===== src/rtl/riscv_pkg.sv =====
// Shared RISC-V core definitions: funct3 encodings, LSU state, byte-enable
// patterns and the bus payload captured when the LSU accepts a request.
package riscv_pkg;

    localparam int unsigned XLEN = 32;
    localparam int unsigned BE_W = 4;

    localparam logic [2:0] FUNCT3_LB  = 3'b000;
    localparam logic [2:0] FUNCT3_LH  = 3'b001;
    localparam logic [2:0] FUNCT3_LW  = 3'b010;
    localparam logic [2:0] FUNCT3_LBU = 3'b100;
    localparam logic [2:0] FUNCT3_LHU = 3'b101;
    localparam logic [2:0] FUNCT3_SB  = 3'b000;
    localparam logic [2:0] FUNCT3_SH  = 3'b001;
    localparam logic [2:0] FUNCT3_SW  = 3'b010;

    localparam logic [BE_W-1:0] BE_BYTE = 4'b0001;
    localparam logic [BE_W-1:0] BE_HALF = 4'b0011;
    localparam logic [BE_W-1:0] BE_WORD = 4'b1111;

    typedef enum logic [1:0] {
        IDLE = 2'd0,
        REQ  = 2'd1,
        WAIT = 2'd2,
        DONE = 2'd3
    } lsu_state_t;

    typedef struct packed {
        logic            we;
        logic [XLEN-1:0] addr;
        logic [BE_W-1:0] be;
        logic [XLEN-1:0] wdata;
    } lsu_bus_t;

    // Legal encoding for the access direction and natural alignment for the size.
    function automatic logic access_legal(input logic is_store, input logic [2:0] f3,
                                          input logic [1:0] lo);
        logic ok_f3;
        logic aligned;
        if (is_store) ok_f3 = (f3 == FUNCT3_SB) || (f3 == FUNCT3_SH) || (f3 == FUNCT3_SW);
        else          ok_f3 = (f3 == FUNCT3_LB) || (f3 == FUNCT3_LH) || (f3 == FUNCT3_LW) ||
                              (f3 == FUNCT3_LBU) || (f3 == FUNCT3_LHU);
        case (f3[1:0])
            2'b01:   aligned = ~lo[0];
            2'b10:   aligned = (lo == 2'b00);
            default: aligned = 1'b1;
        endcase
        return ok_f3 && aligned;
    endfunction

endpackage


===== src/rtl/lsu_load_align.sv =====
// Selects the addressed byte/halfword lane of a read word and extends it to XLEN.
module lsu_load_align
    import riscv_pkg::*;
(
    input  logic [2:0]      funct3,
    input  logic [1:0]      addr_lo,
    input  logic [XLEN-1:0] rdata,
    output logic [XLEN-1:0] load_data_c
);

    logic [7:0]  byte_lane;
    logic [15:0] half_lane;

    always_comb begin
        case (addr_lo)
            2'd0:    byte_lane = rdata[7:0];
            2'd1:    byte_lane = rdata[15:8];
            2'd2:    byte_lane = rdata[23:16];
            default: byte_lane = rdata[31:24];
        endcase
        half_lane = addr_lo[1] ? rdata[31:16] : rdata[15:0];
    end

    always_comb begin
        case (funct3)
            FUNCT3_LB:  load_data_c = {{24{byte_lane[7]}}, byte_lane};
            FUNCT3_LH:  load_data_c = {{16{half_lane[15]}}, half_lane};
            FUNCT3_LBU: load_data_c = {24'd0, byte_lane};
            FUNCT3_LHU: load_data_c = {16'd0, half_lane};
            default:    load_data_c = rdata;
        endcase
    end

endmodule


===== src/rtl/lsu.sv =====
// Load/store unit: one outstanding access on a req/gnt/rvalid memory bus,
// with lane steering for stores and extraction/extension for loads.
module lsu
    import riscv_pkg::*;
(
    input  logic        clk,
    input  logic        rst,
    input  logic        mem_read,
    input  logic        mem_write,
    input  logic [2:0]  funct3,
    input  logic [31:0] addr,
    input  logic [31:0] store_data,
    output logic [31:0] load_data,
    output logic        lsu_busy,
    output logic        lsu_done,
    output logic        lsu_err,
    output logic        bus_req,
    output logic        bus_we,
    output logic [31:0] bus_addr,
    output logic [3:0]  bus_be,
    output logic [31:0] bus_wdata,
    input  logic        bus_gnt,
    input  logic        bus_rvalid,
    input  logic [31:0] bus_rdata
);

    lsu_state_t      state_q, state_d;
    lsu_bus_t        bus_q, bus_d;
    logic [2:0]      funct3_q;
    logic [1:0]      addr_lo_q;
    logic            req_c, legal_c, capture_c, load_cap_c, err_c;
    logic [XLEN-1:0] aligned_c;

    // Request decode; a write wins when both strobes are high.
    always_comb begin
        req_c       = mem_read | mem_write;
        legal_c     = access_legal(mem_write, funct3, addr[1:0]);
        bus_d       = '0;
        bus_d.we    = mem_write;
        bus_d.addr  = {addr[31:2], 2'b00};
        case (funct3[1:0])
            2'b00: begin
                bus_d.be    = BE_BYTE << addr[1:0];
                bus_d.wdata = {4{store_data[7:0]}};
            end
            2'b01: begin
                bus_d.be    = BE_HALF << addr[1:0];
                bus_d.wdata = {2{store_data[15:0]}};
            end
            default: begin
                bus_d.be    = BE_WORD;
                bus_d.wdata = store_data;
            end
        endcase
        if (!mem_write) bus_d.wdata = '0;
    end

    always_comb begin
        state_d    = state_q;
        lsu_busy   = 1'b0;
        capture_c  = 1'b0;
        load_cap_c = 1'b0;
        err_c      = 1'b0;
        case (state_q)
            IDLE: begin
                if (req_c && !rst) begin
                    if (legal_c) begin
                        capture_c = 1'b1;
                        lsu_busy  = 1'b1;
                        state_d   = REQ;
                    end else begin
                        err_c = 1'b1;
                    end
                end
            end
            REQ: begin
                lsu_busy = 1'b1;
                if (bus_gnt) begin
                    if (bus_q.we) begin
                        state_d = DONE;
                    end else if (bus_rvalid) begin
                        load_cap_c = 1'b1;
                        state_d    = DONE;
                    end else begin
                        state_d = WAIT;
                    end
                end
            end
            WAIT: begin
                lsu_busy = 1'b1;
                if (bus_rvalid) begin
                    load_cap_c = 1'b1;
                    state_d    = DONE;
                end
            end
            DONE: begin
                state_d = IDLE;
            end
            default: begin
                state_d = IDLE;
            end
        endcase
    end

    always_ff @(posedge clk) begin
        if (rst) begin
            state_q   <= IDLE;
            bus_q     <= '0;
            funct3_q  <= '0;
            addr_lo_q <= '0;
            load_data <= '0;
            lsu_err   <= 1'b0;
        end else begin
            state_q <= state_d;
            lsu_err <= err_c;
            if (capture_c) begin
                bus_q     <= bus_d;
                funct3_q  <= funct3;
                addr_lo_q <= addr[1:0];
            end
            if (load_cap_c) load_data <= aligned_c;
        end
    end

    lsu_load_align u_align (
        .funct3      (funct3_q),
        .addr_lo     (addr_lo_q),
        .rdata       (bus_rdata),
        .load_data_c (aligned_c)
    );

    // Bus fields are only driven while the request is outstanding.
    always_comb begin
        lsu_done  = (state_q == DONE);
        bus_req   = 1'b0;
        bus_we    = 1'b0;
        bus_addr  = '0;
        bus_be    = '0;
        bus_wdata = '0;
        if (state_q == REQ) begin
            bus_req   = 1'b1;
            bus_we    = bus_q.we;
            bus_addr  = bus_q.addr;
            bus_be    = bus_q.be;
            bus_wdata = bus_q.wdata;
        end
    end

endmodule


===== config.mk =====
export PLATFORM = sky130hd
export DESIGN_NAME = lsu
export DESIGN_NICKNAME = d
export VERILOG_FILES = /design/src/rtl/riscv_pkg.sv /design/src/rtl/lsu_load_align.sv /design/src/rtl/lsu.sv
export SDC_FILE = /design/constraint.sdc
export NUM_CORES = 1
export LEC_CHECK = 0
export ABC_AREA = 1
export ABC_CLOCK_PERIOD_IN_PS = 1830
export CORE_MARGIN = 1.5
export CORE_UTILIZATION = 46
export DETAILED_ROUTE_END_ITERATION = 12
export PLACE_DENSITY = 0.82
export SETUP_SLACK_MARGIN = 0.5
export SLEW_MARGIN = 10
export SYNTH_ARGS = -nofsm -noshare
export SYNTH_HDL_FRONTEND = slang
export SYNTH_HIERARCHICAL = 1
export SYNTH_SLANG_ARGS = --single-unit

===== constraint.sdc =====
create_clock -name clk -period 1.83 [get_ports clk]
set_input_delay 0.183 -clock clk [delete_from_list [all_inputs] [get_ports clk]]
set_output_delay 0.183 -clock clk [all_outputs]
set_load 0.01 [all_outputs]

Word level (Yosys, flattened, before mapping)

Cells that the tools add are included.

Bits in registers: 107
Input port bits: 105

Equal/unequal tests: 18
Shifts and indexed selects: 2
Mux-type cells: 28
Bitwise gates (word level): 4
Reductions and logical operators: 16

Operator list:

| kind                | count |
|---|---|
| $pmux 32 s4         | 1 |
| $mux 32             | 3 |
| $pmux 36 s2         | 1 |
| $pmux 8 s3          | 1 |
| $mux 16             | 1 |
| $eq 3x3->1 const B  | 4 |
| $mux 1              | 12 |
| $eq 2x2->1 const B  | 4 |
| $logic_not 2->1     | 4 |
| $mux 2              | 4 |
| $ne 2x2->1 const B  | 4 |
| $pmux 2 s4          | 1 |
| $eq 2x1->1 const B  | 3 |
| $eq 3x1->1 const B  | 2 |
| $logic_not 3->1     | 2 |
| $pmux 1 s2          | 3 |
| $logic_or 1x1->1    | 4 |
| $mux 4              | 1 |
| $reduce_and 4->1    | 1 |
| $shl 1x2->4 const A | 1 |
| $shl 2x2->4 const A | 1 |
| $eq 3x2->1 const B  | 1 |
| $not 1->1           | 3 |
| $reduce_or 3->1     | 1 |
| 4 further kinds     | 5 |

Depth between registers and ports, before layout

Depth after elaboration: 10
Depth in mapped cells: 11
Depth with buffers taken out: 10

Hierarchy

Netlist, hierarchy kept.

Modules (own cells, without submodules):

| module         | instances | cells an instance | area each (um^2) | sequential area each (um^2) |
|---|---|---|---|---|
| lsu            | 1         | 753               | 4993.5           | 2142.1 |
| lsu_load_align | 1         | 163               | 858.3            | 0.0 |

Worst setup path before layout

Ideal clock, no wire load.

Path kind: reg-to-output
From: reg state_q[1]
To: out bus_addr[10]
Arrival: 1507 ps
Path slack: 140 ps
Cell stages (with the launch flop): 8
Buffers on the path: 3
Path through: dfxtp_1 -> inv_1 -> ha_1 -> buf_2 -> clkbuf_1 -> buf_1 -> nand2_1 -> inv_1

Word-level cells in the longest chain between the ends: 2

Ends and longest elaborated chain:

| item                     | line       | source |
|---|---|---|
| start: declaration       | lsu.sv:27  | `lsu_state_t state_q, state_d;` |
| start signal: assignment | lsu.sv:114 | `state_q <= state_d;` |
| $eq 2x1->1               | lsu.sv:140 | `if (state_q == REQ) begin` |
| $mux 32                  | lsu.sv:140 |  |
| end: declaration         | lsu.sv:19  | `output logic [31:0] bus_addr,` |

No other way between the ends.

Worst setup path after layout

From: reg state_q[1]
To: out bus_wdata[14]

Word-level cells in the longest chain between the ends: 2

Ends and longest elaborated chain:

| item             | line       | source |
|---|---|---|
| $eq 2x1->1       | lsu.sv:140 |  |
| $mux 32          | lsu.sv:140 |  |
| end: declaration | lsu.sv:21  | `output logic [31:0] bus_wdata,` |

No other way between the ends.

==> implementation parameters <==
Parameter                              Value

Final layout
  Final #Nets ... 1,284
  Share of cells above drive strength 1 ... 0.3265
  # fillers ... 840
  Final standard cell utilization of the core ... 0.8013
  Multi-input logic area ... around 3500 um^2
  Cell area after layout ... 10,030 um^2
  Seq. cell area ... approximately 2100 um^2
  Area added between synthesis and finish ... 71.39%

Synth
  Combinational family with the most area after synthesis ... simple AND/OR/NAND/NOR gates
  Adder-Cell Fraction of Synth Area ... 0.01710
  Mean cell area of the mapped netlist ... 6.388 um^2
  Synth Warn # ... 6
  Total standard cell area after synthesis ... 5852 um^2
  Simple-gate portion of the synthesized area ... 0.3344
  Compound-cell area share of the yosys netlist ... 0.1465
  Register area share after synthesis ... 0.3660
  Count of mapped cells out of synthesis ... ~900
  Area share of xor/xnor cells in the synthesized design ... 0
  Multiplexer fraction of the synthesized cell area ... 0
  Library cells used by synthesis ... 32
  Synth Register Bits ... about 110

Clock tree
  Library cell used as clock root buffer ... clkbuf_16
  Maximum root-to-sink buffer count ... 2
  Clk Latency, worst-skew pair ... around 0.36 ns
  Hold-fix buffer count after cts ... 0
  Clk sinks ... ~110
  Number of CTS-inserted buffers ... 9
  Number of H-tree levels ... 3
  CTS tree ... built
  Clock slew seen by the registers of the worst setup and hold paths ... roughly 0.070 ns

Setup path
  CP startpoint ... state_q[1]$_SDFFE_PP0P_
  Setup Crit Path Kind ... flip-flop to output port
  Required @ worst endpoint ... between 1.5 and 2 ns
  Crit Reg-Reg Startpoint ... state_q[1]$_SDFFE_PP0P_
  Kind of capture point of the worst setup path ... output port
  Worst Path Arrival ... about 1.6 ns
  Kind of launch point of the worst setup path ... flip-flop
  Maximum fanout count along the critical path ... 12

Floorplan
  Core Area ... ~13,000 um^2
  Die extent in x ... 115.8 um
  Number of placed I/O pins ... between 200 and 250
  Number of core rows ... 41
  Die Span Y ... 115.8 um
  Area of the die ... 13,410 um^2
  Initial Util ... 0.4675

Min path
  Source of the worst hold timing path ... funct3[1]
  Class of the tightest hold or removal check ... input pin to flip-flop

STA
  Maximum clock rate ... about 570 MHz
  Final Hold Fails ... 0
  Setup violations, final ... 0
  Least-Margin Pin Slew ... 0.7336 ns
  Fin. max-slew vios ... 0
  RSZ-0062 raised after global routing ... true
  Period utilisation layout ... 0.9652
  Min Tclk post-route ... roughly 1.8 ns
  Slew HR ... 0.5109
  Maximum clock skew at final layout ... a little under 0.01 ns

Route
  Detailed Route WL ... roughly 23,000 um
  Detailed Routing Iterations Pass 1 ... 5
  DRC violation total after the first TritonRoute iteration ... roughly 770
  Overall via count from detail_route ... slightly above 7,000
  Antenna-violating nets left ... 0
  Detailed-route vias per instance ... around 5.4
  Post-detailed-route DRC marker count ... 0
  Average wire per standard cell ... approximately 17 um

Power and ir drop
  Max VDD drop ... 521.4 uV
  Cell area power density ... between 900 and 1000 nW/um^2
  Overall Power ... a little under 10 mW
  Leak Pwr ... 5.114 nW

Job
  Max Cap Violations ... 0

Global route
  Global Route Usage Sum ... 0.3067
  Largest net degree at the start of global routing ... 71
  Overflow left after global routing ... 0
  Number of global-route vias before repair ... 6,472
  First-pass GRT wire length ... between 30,000 and 40,000 um
  Antenna violations before repair ... 1

Placed design
  Detailed-placement wirelength estimate ... 12,500 um
  Cell area after placement ... between 8000 and 9000 um^2
  Global placement routability congestion ... 0.9288
  Port Buffer Count ... ~210

Status
  Result of the run ... completed
-- logic make-up after synthesis --
logic type / after synthesis
AOI/OAI and AO/OA: 165
adders and majority gates: 8
buffers and inverters: 167
DFF: 107
other: 1
and+or+nand+nor: 468
-- critical path, cell delays in order (launching register included) --
cell and delay (ns):
dfxtp_2 0.35, inv_4 0.04, ha_4 0.18, buf_4 0.14
buf_12 0.14, buf_4 0.14, nand2_4 0.07, inv_1 0.04
buf_2 0.13
-- repair_timing --
action                                  in CTS  in global routing
pin swaps                                   10                 58
cloned                                      15                  3
hold endpoints to repair                     0                  0
endpoints found under the setup margin     210                209
setup buffers                               31                  6
gates resized for setup                    375                249
-- power breakdown --
part	switching, mW	internal [mW]
registers	0.209	2.61
clock network	1.00	0.962
logic	2.46	2.54
total	3.67	6.12
-- cell usage in the layout, fill, tap and decap left out, drive strengths merged, types with 2 or more instances in the layout --
cell type,count
a21oi,86
buf,168
o21ai,76
dlygate4sd2,2
nand4,2
clkdlybuf4s50,132
inv,106
nand2,221
clkbuf,12
conb,2
nor2,185
ha,8
diode,2
dfxtp,107
nand3,57
clkinv,4
-- layout make-up --
class | instances | area share
diodes | 2 | 0.0004990
clock buffers | 9 | 0.02246
clock inverters | 7 | 0.006737
inverters | 103 | 0.04129
multi-input cells | 643 | 0.3499
flip-flops and latches | 107 | 0.2141
well taps | 172 | 0.02146
repair buffers | 307 | 0.3436
-- Yosys cell counts (all sizes together) --
master / n / share of area
o22ai: 1 / 0.0011
nand3b: 1 / 0.0034
nand3: 57 / 0.060
o21ai: 76 / 0.066
conb: 1 / 0.00064
nor3: 1 / 0.0028
nand4: 2 / 0.0021
inv: 103 / 0.066
clkbuf: 23 / 0.015
a21oi: 86 / 0.077
a31oi: 1 / 0.0011
ha: 8 / 0.017
o31ai: 1 / 0.0013
dfxtp: 107 / 0.37
and3: 1 / 0.0011
buf: 41 / 0.054
nor2: 185 / 0.12
nand2: 221 / 0.14
-- sequential cells by signal (all words and copies together) (netlist names) --
signal	flops
state_q	2
load_data	32
bus_q	67
addr_lo_q	2
lsu_err	1
funct3_q	3
-- final timing paths --
kind,to,slack [ns],depth (start not counted)
setup / recovery,bus_wdata[14],0.06,8
hold / removal,funct3_q[1]$_SDFFE_PP0P_,0.25,4
setup reg to reg,load_data[10]$_SDFFE_PP0P_,0.08,12
hold reg to reg,load_data[19]$_SDFFE_PP0P_,0.48,2
-- per-stage QoR --
stage                     setup WS (ns)  instances  hold slack (ns)  setup TNS, ns
after CTS                       0.04538       1339           0.2603              0
after floorplan                  0.3421        917           0.3179              0
final                           0.06360       1350           0.2489              0
after global routing           -0.01992       1349           0.2774       -0.01992
after global placement          -0.5127       1277           0.4513         -24.04
after detailed placement        -0.5701       1277           0.4555         -28.64
-- routing by layer --
layer | track usage | wire (um) | vias to the layer above
li1 | - | - | 3365
met1 | 0.3682 | 8597 | 3335
met2 | 0.5224 | 11170 | 452
met3 | 0.05335 | 2025 | 113
met4 | 0.1667 | 1279 | 0
met5 | 0 | 0 | -
Power figures use the tool's default switching activity.
==> edit: new RTL, config.mk and constraints unchanged <==
Encoding of `lsu_state_t`: now one-hot (4 bits for 4 states).
--- a/src/rtl/riscv_pkg.sv
+++ b/src/rtl/riscv_pkg.sv
@@ -18,11 +18,11 @@
     localparam logic [BE_W-1:0] BE_HALF = 4'b0011;
     localparam logic [BE_W-1:0] BE_WORD = 4'b1111;
 
-    typedef enum logic [1:0] {
-        IDLE = 2'd0,
-        REQ  = 2'd1,
-        WAIT = 2'd2,
-        DONE = 2'd3
+    typedef enum logic [3:0] {
+        IDLE = 4'b0001,
+        REQ  = 4'b0010,
+        WAIT = 4'b0100,
+        DONE = 4'b1000
     } lsu_state_t;
 
     typedef struct packed {
Check against the original RTL: same outputs for any inputs over 4 cycles, from zero or initial values and one cycle with rst high; so few cycles prove little.
==> edit against the original RTL <==
Routed wire length decreased by 2.4%. Synthesized area increased by 2.1%. Sequential share of layout area increased by 1.6 points. Hold slack improved by 0.13 ns. Sequential cell count increased by 2. Setup slack got worse by 0.061 ns. Cell area decreased by 5.0%. Largest cell class unchanged. Highest routed layer unchanged.
Power is not compared: it rests on default switching activity, and its combinational part moved more than twofold at a synthesized area within 25%.
==> edit: results (changes against the original RTL) <==
** Detailed routing
- Post-DR vias/cell :: 5.32 (was 5.38)
- Wirelength, routed :: 22.5 mm (was 23.1 mm)
- The detailed router's first-iteration violation count is 584 (was 769).
- Routed vias :: 7068 (was 7265)

** Logic synthesis
- Synth area leaders: sky130_fd_sc_hd__dfxtp_1, sky130_fd_sc_hd__nand2_1, sky130_fd_sc_hd__nor2_1 (unchanged).
- The number of cells produced by synthesis was 926 (was 916).
- Cell types with the highest counts after synthesis: sky130_fd_sc_hd__nand2_1, sky130_fd_sc_hd__nor2_1, sky130_fd_sc_hd__a21oi_1, sky130_fd_sc_hd__dfxtp_1, sky130_fd_sc_hd__inv_1 (was sky130_fd_sc_hd__nand2_1, sky130_fd_sc_hd__nor2_1, sky130_fd_sc_hd__dfxtp_1).

** Cells and area
- Multi-input gate area in the final layout :: 3320 um^2 (was 3510 um^2)
- The growth of design area from synthesis to finish is 59.4% (was 71.4%).
- Largest registers ranked by flip-flop count :: bus_q x67, load_data x32, state_q x4 (was bus_q x67, load_data x32, funct3_q x3)
- Number of multi-input combinational cells :: 652 (was 643)
- Flip-flop and latch count :: 109 (was 107)
- The inverter count came to 101 (was 103).
- Sequential portion of the cell area :: 0.230 (was 0.214)
- Antenna fix cells :: 0 (was 2)

** Place
- Placer Congestion :: 0.924 (was 0.929)
- The area of placed instances was 8430 um^2 (was 8190 um^2).

** STA
- Highest clock rate :: 0.547 GHz (was 0.566 GHz)
- The final-layout worst hold slack was 0.376 ns (was 0.249 ns).

** Global routing
- Vias in the first global route :: 6215 (was 6472)

** Setup path
- Capturing point of the worst reg2reg path :: load_data[8]$_SDFFE_PP0P_ (was load_data[10]$_SDFFE_PP0P_)
- The launch point of the critical path was state_q[3]$_SDFFE_PP0P_ (was state_q[1]$_SDFFE_PP0P_).
- The largest driver fanout on the critical path came to 4 (was 12).
- Worst reg2reg setup slack :: 0.04 ns (was 0.08 ns)
- The critical path endpoint is lsu_busy (was bus_wdata[14]).

** Pwr
- Total Power :: 0.00591 W

** Outcome
- Status: finished clean (unchanged).
edit: changes by cell type after synthesis, moves of 4 or more:
| cell | before | now |
|---|---|---|
| sky130_fd_sc_hd__a21oi_1 | 82 | 109 |
| sky130_fd_sc_hd__buf_1 | 4 | 0 |
| sky130_fd_sc_hd__clkbuf_1 | 23 | 32 |
| sky130_fd_sc_hd__ha_1 | 8 | 3 |
| sky130_fd_sc_hd__nand2_1 | 219 | 202 |
| sky130_fd_sc_hd__nand3_1 | 45 | 63 |
| sky130_fd_sc_hd__nor2_1 | 181 | 155 |
| sky130_fd_sc_hd__nor2_2 | 2 | 26 |
| sky130_fd_sc_hd__o21ai_1 | 16 | 4 |
edit: per-layer routing:
metal  global-route usage  wire (um)
met1                0.337       8620
met2                0.490      10900
met3               0.0541       1960
met4                0.122       1080
met5                    0          0
edit: what timing repair did:
item	CTS	global route
gates cloned	3	17
setup buffers	4	3
gates resized for setup	262	58
endpoints found under the setup margin	212	210
pin swaps	1	3
